**src/rtl/hand_feature_extractor_pkg.sv**
```systemverilog
// Shared definitions for the hand feature extractor: default geometry,
// FSM state encoding and small bounding-box helpers.
package hand_feature_extractor_pkg;

    localparam int DEF_LENGTH = 28;
    localparam int DEF_WIDTH  = 28;
    localparam int DEF_CNT_W  = 10;

    // Bounding-box trackers start "inverted" so the first hand pixel wins both.
    localparam logic [4:0] BBOX_MIN_INIT = 5'd31;
    localparam logic [4:0] BBOX_MAX_INIT = 5'd0;

    typedef enum logic [1:0] {
        IDLE    = 2'd0,
        CAPTURE = 2'd1,
        SCAN    = 2'd2,
        DONE    = 2'd3
    } hfe_state_e;

    function automatic logic [4:0] min5(input logic [4:0] a, input logic [4:0] b);
        return (a < b) ? a : b;
    endfunction

    function automatic logic [4:0] max5(input logic [4:0] a, input logic [4:0] b);
        return (a > b) ? a : b;
    endfunction

endpackage

```
**src/rtl/hand_feature_extractor_pulse_sync_edge.sv**
```systemverilog
// Two-flop synchroniser for a level flag from the Pi domain, followed by a
// rising-edge detector. The edge output is a pure function of flops.
module pulse_sync_edge (
    input  logic slow_clk,
    input  logic dbnc_rst,
    input  logic async_in,
    output logic rise
);

    logic meta_r;
    logic sync_r;
    logic prev_r;

    // Synchroniser chain plus one-cycle history of the synchronised level.
    always_ff @(posedge slow_clk or posedge dbnc_rst) begin
        if (dbnc_rst) begin
            meta_r <= 1'b0;
            sync_r <= 1'b0;
            prev_r <= 1'b0;
        end else begin
            meta_r <= async_in;
            sync_r <= meta_r;
            prev_r <= sync_r;
        end
    end

    assign rise = sync_r & ~prev_r;

endmodule

```
**src/rtl/hand_feature_extractor.sv**
```systemverilog
// Scans a captured binary hand mask one pixel per clock and produces row/column
// counts, the total hand-pixel count and the inclusive bounding box, presented
// with a valid/ack handshake.
module hand_feature_extractor
    import hand_feature_extractor_pkg::*;
#(
    parameter int LENGTH = DEF_LENGTH,
    parameter int WIDTH  = DEF_WIDTH,
    parameter int CNT_W  = DEF_CNT_W
) (
    input  logic                          slow_clk,
    input  logic                          dbnc_rst,
    input  logic                          image_ready,
    input  logic [LENGTH-1:0][WIDTH-1:0]  filtered_image,
    input  logic                          feat_ack,
    output logic                          busy,
    output logic                          feat_valid,
    output logic [LENGTH-1:0][4:0]        row_sum,
    output logic [WIDTH-1:0][4:0]         col_sum,
    output logic [CNT_W-1:0]              total,
    output logic [4:0]                    min_row,
    output logic [4:0]                    max_row,
    output logic [4:0]                    min_col,
    output logic [4:0]                    max_col,
    output logic                          empty
);

    localparam logic [4:0] LAST_ROW = 5'(LENGTH - 1);
    localparam logic [4:0] LAST_COL = 5'(WIDTH - 1);

    hfe_state_e                  state_r;
    hfe_state_e                  next_state_s;
    logic                        start_s;
    logic [LENGTH-1:0][WIDTH-1:0] snap_r;
    logic [4:0]                  row_r;
    logic [4:0]                  col_r;
    logic [4:0]                  trk_min_row_r;
    logic [4:0]                  trk_max_row_r;
    logic [4:0]                  trk_min_col_r;
    logic [4:0]                  trk_max_col_r;
    logic [4:0]                  trk_min_row_nx_s;
    logic [4:0]                  trk_max_row_nx_s;
    logic [4:0]                  trk_min_col_nx_s;
    logic [4:0]                  trk_max_col_nx_s;
    logic [CNT_W-1:0]            total_nx_s;
    logic                        pixel_s;
    logic                        last_pixel_s;
    logic                        scan_empty_s;

    pulse_sync_edge u_rdy_sync (
        .slow_clk (slow_clk),
        .dbnc_rst (dbnc_rst),
        .async_in (image_ready),
        .rise     (start_s)
    );

    assign pixel_s      = snap_r[row_r][col_r];
    assign last_pixel_s = (row_r == LAST_ROW) && (col_r == LAST_COL);

    // Tracker and total values including the pixel under examination, so the
    // final pixel is reflected when the results are published on entry to DONE.
    always_comb begin
        trk_min_row_nx_s = trk_min_row_r;
        trk_max_row_nx_s = trk_max_row_r;
        trk_min_col_nx_s = trk_min_col_r;
        trk_max_col_nx_s = trk_max_col_r;
        total_nx_s       = total;
        if (pixel_s) begin
            trk_min_row_nx_s = min5(trk_min_row_r, row_r);
            trk_max_row_nx_s = max5(trk_max_row_r, row_r);
            trk_min_col_nx_s = min5(trk_min_col_r, col_r);
            trk_max_col_nx_s = max5(trk_max_col_r, col_r);
            total_nx_s       = total + CNT_W'(1'b1);
        end else begin
            total_nx_s       = total;
        end
        scan_empty_s = (total_nx_s == {CNT_W{1'b0}});
    end

    // Next-state logic; start edges are honoured only from IDLE.
    always_comb begin
        next_state_s = state_r;
        case (state_r)
            IDLE: begin
                if (start_s) next_state_s = CAPTURE;
                else         next_state_s = IDLE;
            end
            CAPTURE: next_state_s = SCAN;
            SCAN: begin
                if (last_pixel_s) next_state_s = DONE;
                else              next_state_s = SCAN;
            end
            DONE: begin
                if (feat_valid && feat_ack) next_state_s = IDLE;
                else                        next_state_s = DONE;
            end
            default: next_state_s = IDLE;
        endcase
    end

    // State register.
    always_ff @(posedge slow_clk or posedge dbnc_rst) begin
        if (dbnc_rst) state_r <= IDLE;
        else          state_r <= next_state_s;
    end

    // Snapshot, scan position, accumulators, trackers and registered outputs.
    always_ff @(posedge slow_clk or posedge dbnc_rst) begin
        if (dbnc_rst) begin
            snap_r        <= {(LENGTH*WIDTH){1'b0}};
            row_r         <= 5'd0;
            col_r         <= 5'd0;
            trk_min_row_r <= BBOX_MIN_INIT;
            trk_max_row_r <= BBOX_MAX_INIT;
            trk_min_col_r <= BBOX_MIN_INIT;
            trk_max_col_r <= BBOX_MAX_INIT;
            busy          <= 1'b0;
            feat_valid    <= 1'b0;
            row_sum       <= {(LENGTH*5){1'b0}};
            col_sum       <= {(WIDTH*5){1'b0}};
            total         <= {CNT_W{1'b0}};
            min_row       <= 5'd0;
            max_row       <= 5'd0;
            min_col       <= 5'd0;
            max_col       <= 5'd0;
            empty         <= 1'b0;
        end else begin
            case (state_r)
                IDLE: begin
                    if (start_s) busy <= 1'b1;
                end
                CAPTURE: begin
                    snap_r        <= filtered_image;
                    row_sum       <= {(LENGTH*5){1'b0}};
                    col_sum       <= {(WIDTH*5){1'b0}};
                    total         <= {CNT_W{1'b0}};
                    trk_min_row_r <= BBOX_MIN_INIT;
                    trk_max_row_r <= BBOX_MAX_INIT;
                    trk_min_col_r <= BBOX_MIN_INIT;
                    trk_max_col_r <= BBOX_MAX_INIT;
                    row_r         <= 5'd0;
                    col_r         <= 5'd0;
                    busy          <= 1'b1;
                end
                SCAN: begin
                    if (pixel_s) begin
                        row_sum[row_r] <= row_sum[row_r] + 5'd1;
                        col_sum[col_r] <= col_sum[col_r] + 5'd1;
                    end
                    total         <= total_nx_s;
                    trk_min_row_r <= trk_min_row_nx_s;
                    trk_max_row_r <= trk_max_row_nx_s;
                    trk_min_col_r <= trk_min_col_nx_s;
                    trk_max_col_r <= trk_max_col_nx_s;
                    if (col_r == LAST_COL) begin
                        col_r <= 5'd0;
                        row_r <= row_r + 5'd1;
                    end else begin
                        col_r <= col_r + 5'd1;
                    end
                    if (last_pixel_s) begin
                        busy       <= 1'b0;
                        feat_valid <= 1'b1;
                        empty      <= scan_empty_s;
                        min_row    <= scan_empty_s ? 5'd0 : trk_min_row_nx_s;
                        max_row    <= scan_empty_s ? 5'd0 : trk_max_row_nx_s;
                        min_col    <= scan_empty_s ? 5'd0 : trk_min_col_nx_s;
                        max_col    <= scan_empty_s ? 5'd0 : trk_max_col_nx_s;
                    end
                end
                DONE: begin
                    if (feat_valid && feat_ack) feat_valid <= 1'b0;
                end
                default: begin
                    busy       <= 1'b0;
                    feat_valid <= 1'b0;
                end
            endcase
        end
    end

endmodule

```
**config.mk**
```make
export PLATFORM = sky130hd
export DESIGN_NAME = hand_feature_extractor
export DESIGN_NICKNAME = d
export VERILOG_FILES = /design/src/rtl/hand_feature_extractor_pkg.sv /design/src/rtl/hand_feature_extractor_pulse_sync_edge.sv /design/src/rtl/hand_feature_extractor.sv
export SDC_FILE = /design/constraint.sdc
export NUM_CORES = 2
export LEC_CHECK = 0
export ABC_AREA = 1
export BUFFER_PORTS_ARGS = -buffer_cell sky130_fd_sc_hd__clkbuf_2
export CAP_MARGIN = 30
export CORE_AREA = 3 3 428 430
export DETAILED_ROUTE_END_ITERATION = 12
export DIE_AREA = 0 0 431 433
export SYNTH_ARGS = -nofsm -noshare
export SYNTH_HDL_FRONTEND = slang
export SYNTH_SLANG_ARGS = --single-unit
```
**constraint.sdc**
```tcl
create_clock -name slow_clk -period 32.3 [get_ports slow_clk]
set_input_delay 3.23 -clock slow_clk [delete_from_list [all_inputs] [get_ports slow_clk]]
set_output_delay 3.23 -clock slow_clk [all_outputs]
set_load 0.02 [all_outputs]
```
==> flow_summary_export.csv <==
group,metric,value,unit
synth,synth_edf_count,0,
global_route,grt_pass1_wl,382.3,mm
routing,post_drt_via_cell_ratio,5.099,
power_and_ir_drop,clock_network_power_share,27.3,%
die,dieWidth,431,um
routing,drt_pass1_iterations,6,
place,buffer_ports.inserted,1100,
worst_hold_path,min_delay_path_class,"reg2reg",
global_route,grt_max_degree,233,
cells_and_area,layoutNonFillerInstCount,10962,
routing,routed_wl,270.9,mm
setup_path,worst_reg2reg_path_startpoint,"row_r[0]$_DFFE_PP0P_",
flow_run,maxCapViolations,0,
synth,syn-cell-area,56710,sq um
synth,syn_nets,8382,
power_and_ir_drop,swShare,41.39,%
die,num_io_pins,1101,
timing,maxSlewHeadroom,26.84,%
timing,tightest_slew,1.097,ns
timing,layout_worst_path_cycle_share,22.36,%
routing,antenna_violating_nets_post_route,0,
power_and_ir_drop,report.power.total,5.879,mW
global_route,antenna_violations_before_repair,52,
timing,rsz_0062_raised_after_global_routing,"no",
global_route,overflow,0,
clocking,cts.sink_count,1132,
timing,skew,0.04036,ns
cells_and_area,final-seq-area,28350,sq um
cells_and_area,final_layout_size_suffix_gt1_share,17.52,%
clocking,clk_transition_reported_paths,0.06,ns
die,fp.coreArea,180200,sq um
synth,syn-mean-instance-area,7.501,sq um
synth,synthFlopType,"dfrtp_1",
global_route,first_global_vias,54010,
die,die_h,433,um
power_and_ir_drop,p_int,3.446,mW
place,gp_congestion,0.9870,
timing,fin_hold_ws,0.3858,ns
timing,setup_total_negative_slack,0,ns
outcome,status,"finished, final reports clean",
power_and_ir_drop,combinationalPowerShare,36.0,%
timing,report.final.hold_viol_count,0,
setup_path,path_class,"reg2reg",
clocking,htreeDepth,4,
power_and_ir_drop,sequential_share_of_power,36.7,%
power_and_ir_drop,power.leakage,34.71,nW
clocking,cts-root-buf,"clkbuf_16",
die,fp-row-count,156,
setup_path,ff2ff_setup_slack,25.08,ns
clocking,hold_buffers,0,
setup_path,critical_path_required,32.96,ns
place,dpl.hpwl,201.7,mm
timing,clock_period_minus_worst_slack,7.222,ns
power_and_ir_drop,vdd_drop_max,0.04106,mV
routing,routed-via-count,55892,
clocking,ctsLongestPathBuffers,3,
cells_and_area,synthesis_to_finish_area_growth,21.06,%
synth,netlist_instances,7560,
worst_hold_path,holdCritStartpoint,"u_rdy_sync.meta_r$_DFF_PP0_",
setup_path,ff2ff_path_depth,22,
cells_and_area,num-fill-cells,18790,
setup_path,worstPathCellList,"buf_4 -> buf_12 -> nand2_1 -> nand3_1 -> nand2_1 -> nand2_1 -> nand2_1 -> nor2_1 -> nand2_1 -> nand3_1 -> nand2_1 -> nand2_1 -> nand2_1 -> nor2_4 -> nand2_4 -> nand2_1 -> nand2_2 -> inv_4 -> buf_4 -> a21oi_2 -> nand3_1 -> o21ai_0",
setup_path,critPathSlowestCell,"dfrtp_4",
clocking,post_cts_sizing_count,0,
cells_and_area,finalCoreUtilization,38.10,%
setup_path,crit_fanout,188,
clocking,clock_latency_at_the_later_pin_of_the_worst_skew_pair,0.81,ns
worst_hold_path,min_path_cells,0,
routing,drt_drc_violations_left,0,
timing,maxSlewViolCount,0,
routing,initial_drt_markers,6623,
routing,avgRoutedWirePerCell,24.72,um
place,placed_cells_incl_taps,10669,
cells_and_area,finish.net_count,9261,
setup_path,rr_endpoint,"row_sum[9]$_DFFE_PP0P_",
setup_path,worstSetupEndpointType,"register",
setup_path,startpoint_type,"register",
die,start_util,31.48,%
timing,finalSetupViolations,0,
setup_path,slowest_cell_delay_on_critical_path,0.88,ns
power_and_ir_drop,pwr_density_cell,85.64,nW/um^2
timing,timing.fmax,138.5,MHz
power_and_ir_drop,power.net_switching,2.433,mW
synth,ys_seq_elements,1132,
synth,ys_async_sr_fraction,100.0,%
clocking,cts_inserted_buffers,136,
cells_and_area,multi_input_area,22650,sq um
clocking,postCtsSetupRepairBufs,0,
clocking,tritoncts,"yes",
synth,yosysWarningCount,0,
synth,synth.yosys.seq_area_share,49.97,%
setup_path,path_common_cell,"nand2_1",
global_route,grt.total_usage,28.20,%
worst_hold_path,hold_end,"u_rdy_sync.sync_r$_DFF_PP0_",
synth,synth_cell_type_count,52,
die,die-area,186600,sq um
setup_path,timing.critical_path.arrival,7.88,ns
==> worst max-delay path by stage <==
stage | start | endpoint | slack (ns) | cells after the start
2_1_floorplan | dbnc_rst | busy$_DFFE_PP0P_ | 13.45 | 1
3_3_place_gp | dbnc_rst | col_sum[75]$_DFFE_PP0P_ | 25.17 | 6
3_5_place_dp | dbnc_rst | col_sum[75]$_DFFE_PP0P_ | 25.14 | 6
4_1_cts | row_r[0]$_DFFE_PP0P_ | row_sum[9]$_DFFE_PP0P_ | 25.25 | 22
5_1_grt | row_r[0]$_DFFE_PP0P_ | row_sum[30]$_DFFE_PP0P_ | 24.80 | 22
6_report | row_r[0]$_DFFE_PP0P_ | row_sum[9]$_DFFE_PP0P_ | 25.08 | 22
==> metrics by stage <==
| stage | cell area, sq um | setup slack (ns) |
|---|---|---|
| after floorplan | 56710 | 13.45 |
| after global placement | 63730 | 25.17 |
| after detailed placement | 63900 | 25.14 |
| after CTS | 68490 | 25.25 |
| after global routing | 68630 | 24.80 |
| final | 68650 | 25.08 |
==> synth_stat cells, types with 34 or more instances <==
library cell	n	area, sq um
o21ai_1	45	225.2
clkbuf_1	225	844.6
ha_1	34	425.4
nand3_1	691	3458
inv_1	947	3555
o21ai_0	967	4840
buf_6	39	439.2
a21oi_1	224	1121
nand2_1	2625	9853
dfrtp_1	1122	28080
buf_2	133	665.6
nor2_1	268	1006
==> cell families (layout without fill, tap and decap cells) <==
kind of cell	Yosys count	after routing	share of synthesized area [%]
and+or+nand+nor	3632	3632	25.86
buffers and inverters	1398	2387	10.24
AOI/OAI and AO/OA	1349	1349	12.92
DFF	1132	1132	49.97
adders and majority gates	34	34	0.7502
xor gates and xnor gates	15	15	0.2581
other	0	43	0
==> routing by layer <==
metal  global-route usage, %  vias up  part of all wire [%]
met3                   5.408      620                   7.6
met2                   42.18     2560                    44
met5                       0        -                 0.018
li1                        -    25547                     -
met1                   36.93    27157                    41
met4                   19.27        8                   7.3
==> area by class of cell <==
cell class | instances | area share [%]
antenna | 43 | 0.1567
clock buffer | 199 | 5.688
clock inverter | 49 | 0.9860
inverter | 966 | 5.338
multi-input combinational | 5030 | 33.00
sequential | 1132 | 41.30
tap | 2370 | 4.320
timing repair buffer | 1173 | 9.212
==> critical path: cells and delay by family, from the launching register on <==
family / cells / cell delay, ns
AOI/OAI and AO/OA: 2 / 0.29
and+or+nand+nor: 16 / 2.71
buffers and inverters: 4 / 2.71
DFF: 1 / 0.88
==> flip-flops by register name, indices dropped and copies added (netlist names), 5 cells and up <==
| register | cells |
|---|---|
| col_sum | 140 |
| trk_max_row_r | 5 |
| trk_max_col_r | 5 |
| col_r | 5 |
| max_col | 5 |
| trk_min_row_r | 5 |
| row_r | 5 |
| min_col | 5 |
| max_row | 5 |
| row_sum | 140 |
| min_row | 5 |
| total | 10 |
| snap_r | 784 |
| trk_min_col_r | 5 |
==> power by group through the flow <==
stage	clock network (mW)	registers (mW)	logic, mW
after detailed placement	0	2.18	2.11
after floorplan	0	2.15	1.38
after global placement	0	2.17	2.06
final	1.61	2.16	2.11
after CTS	1.63	2.15	2.12
after global routing	1.69	2.20	2.38
==> layout by cell type (no fill, tap or decap), types with 12 or more instances in the layout <==
master and n:
nand2_1 2625, dfrtp_1 1118, clkbuf_2 1100, o21ai_0 967, inv_1 943, nand3_1 691, nor2_1 264, a21oi_1 224
clkbuf_16 140, buf_4 55, o21ai_1 45, diode_2 43, clkbuf_1 41, ha_1 32, a21oi_4 31, a21oi_2 24
clkinv_2 23, o22ai_1 23, clkbuf_8 18, o211ai_1 15, nand4_1 13, buf_12 12
No activity file was read; power rests on OpenSTA's default activity.
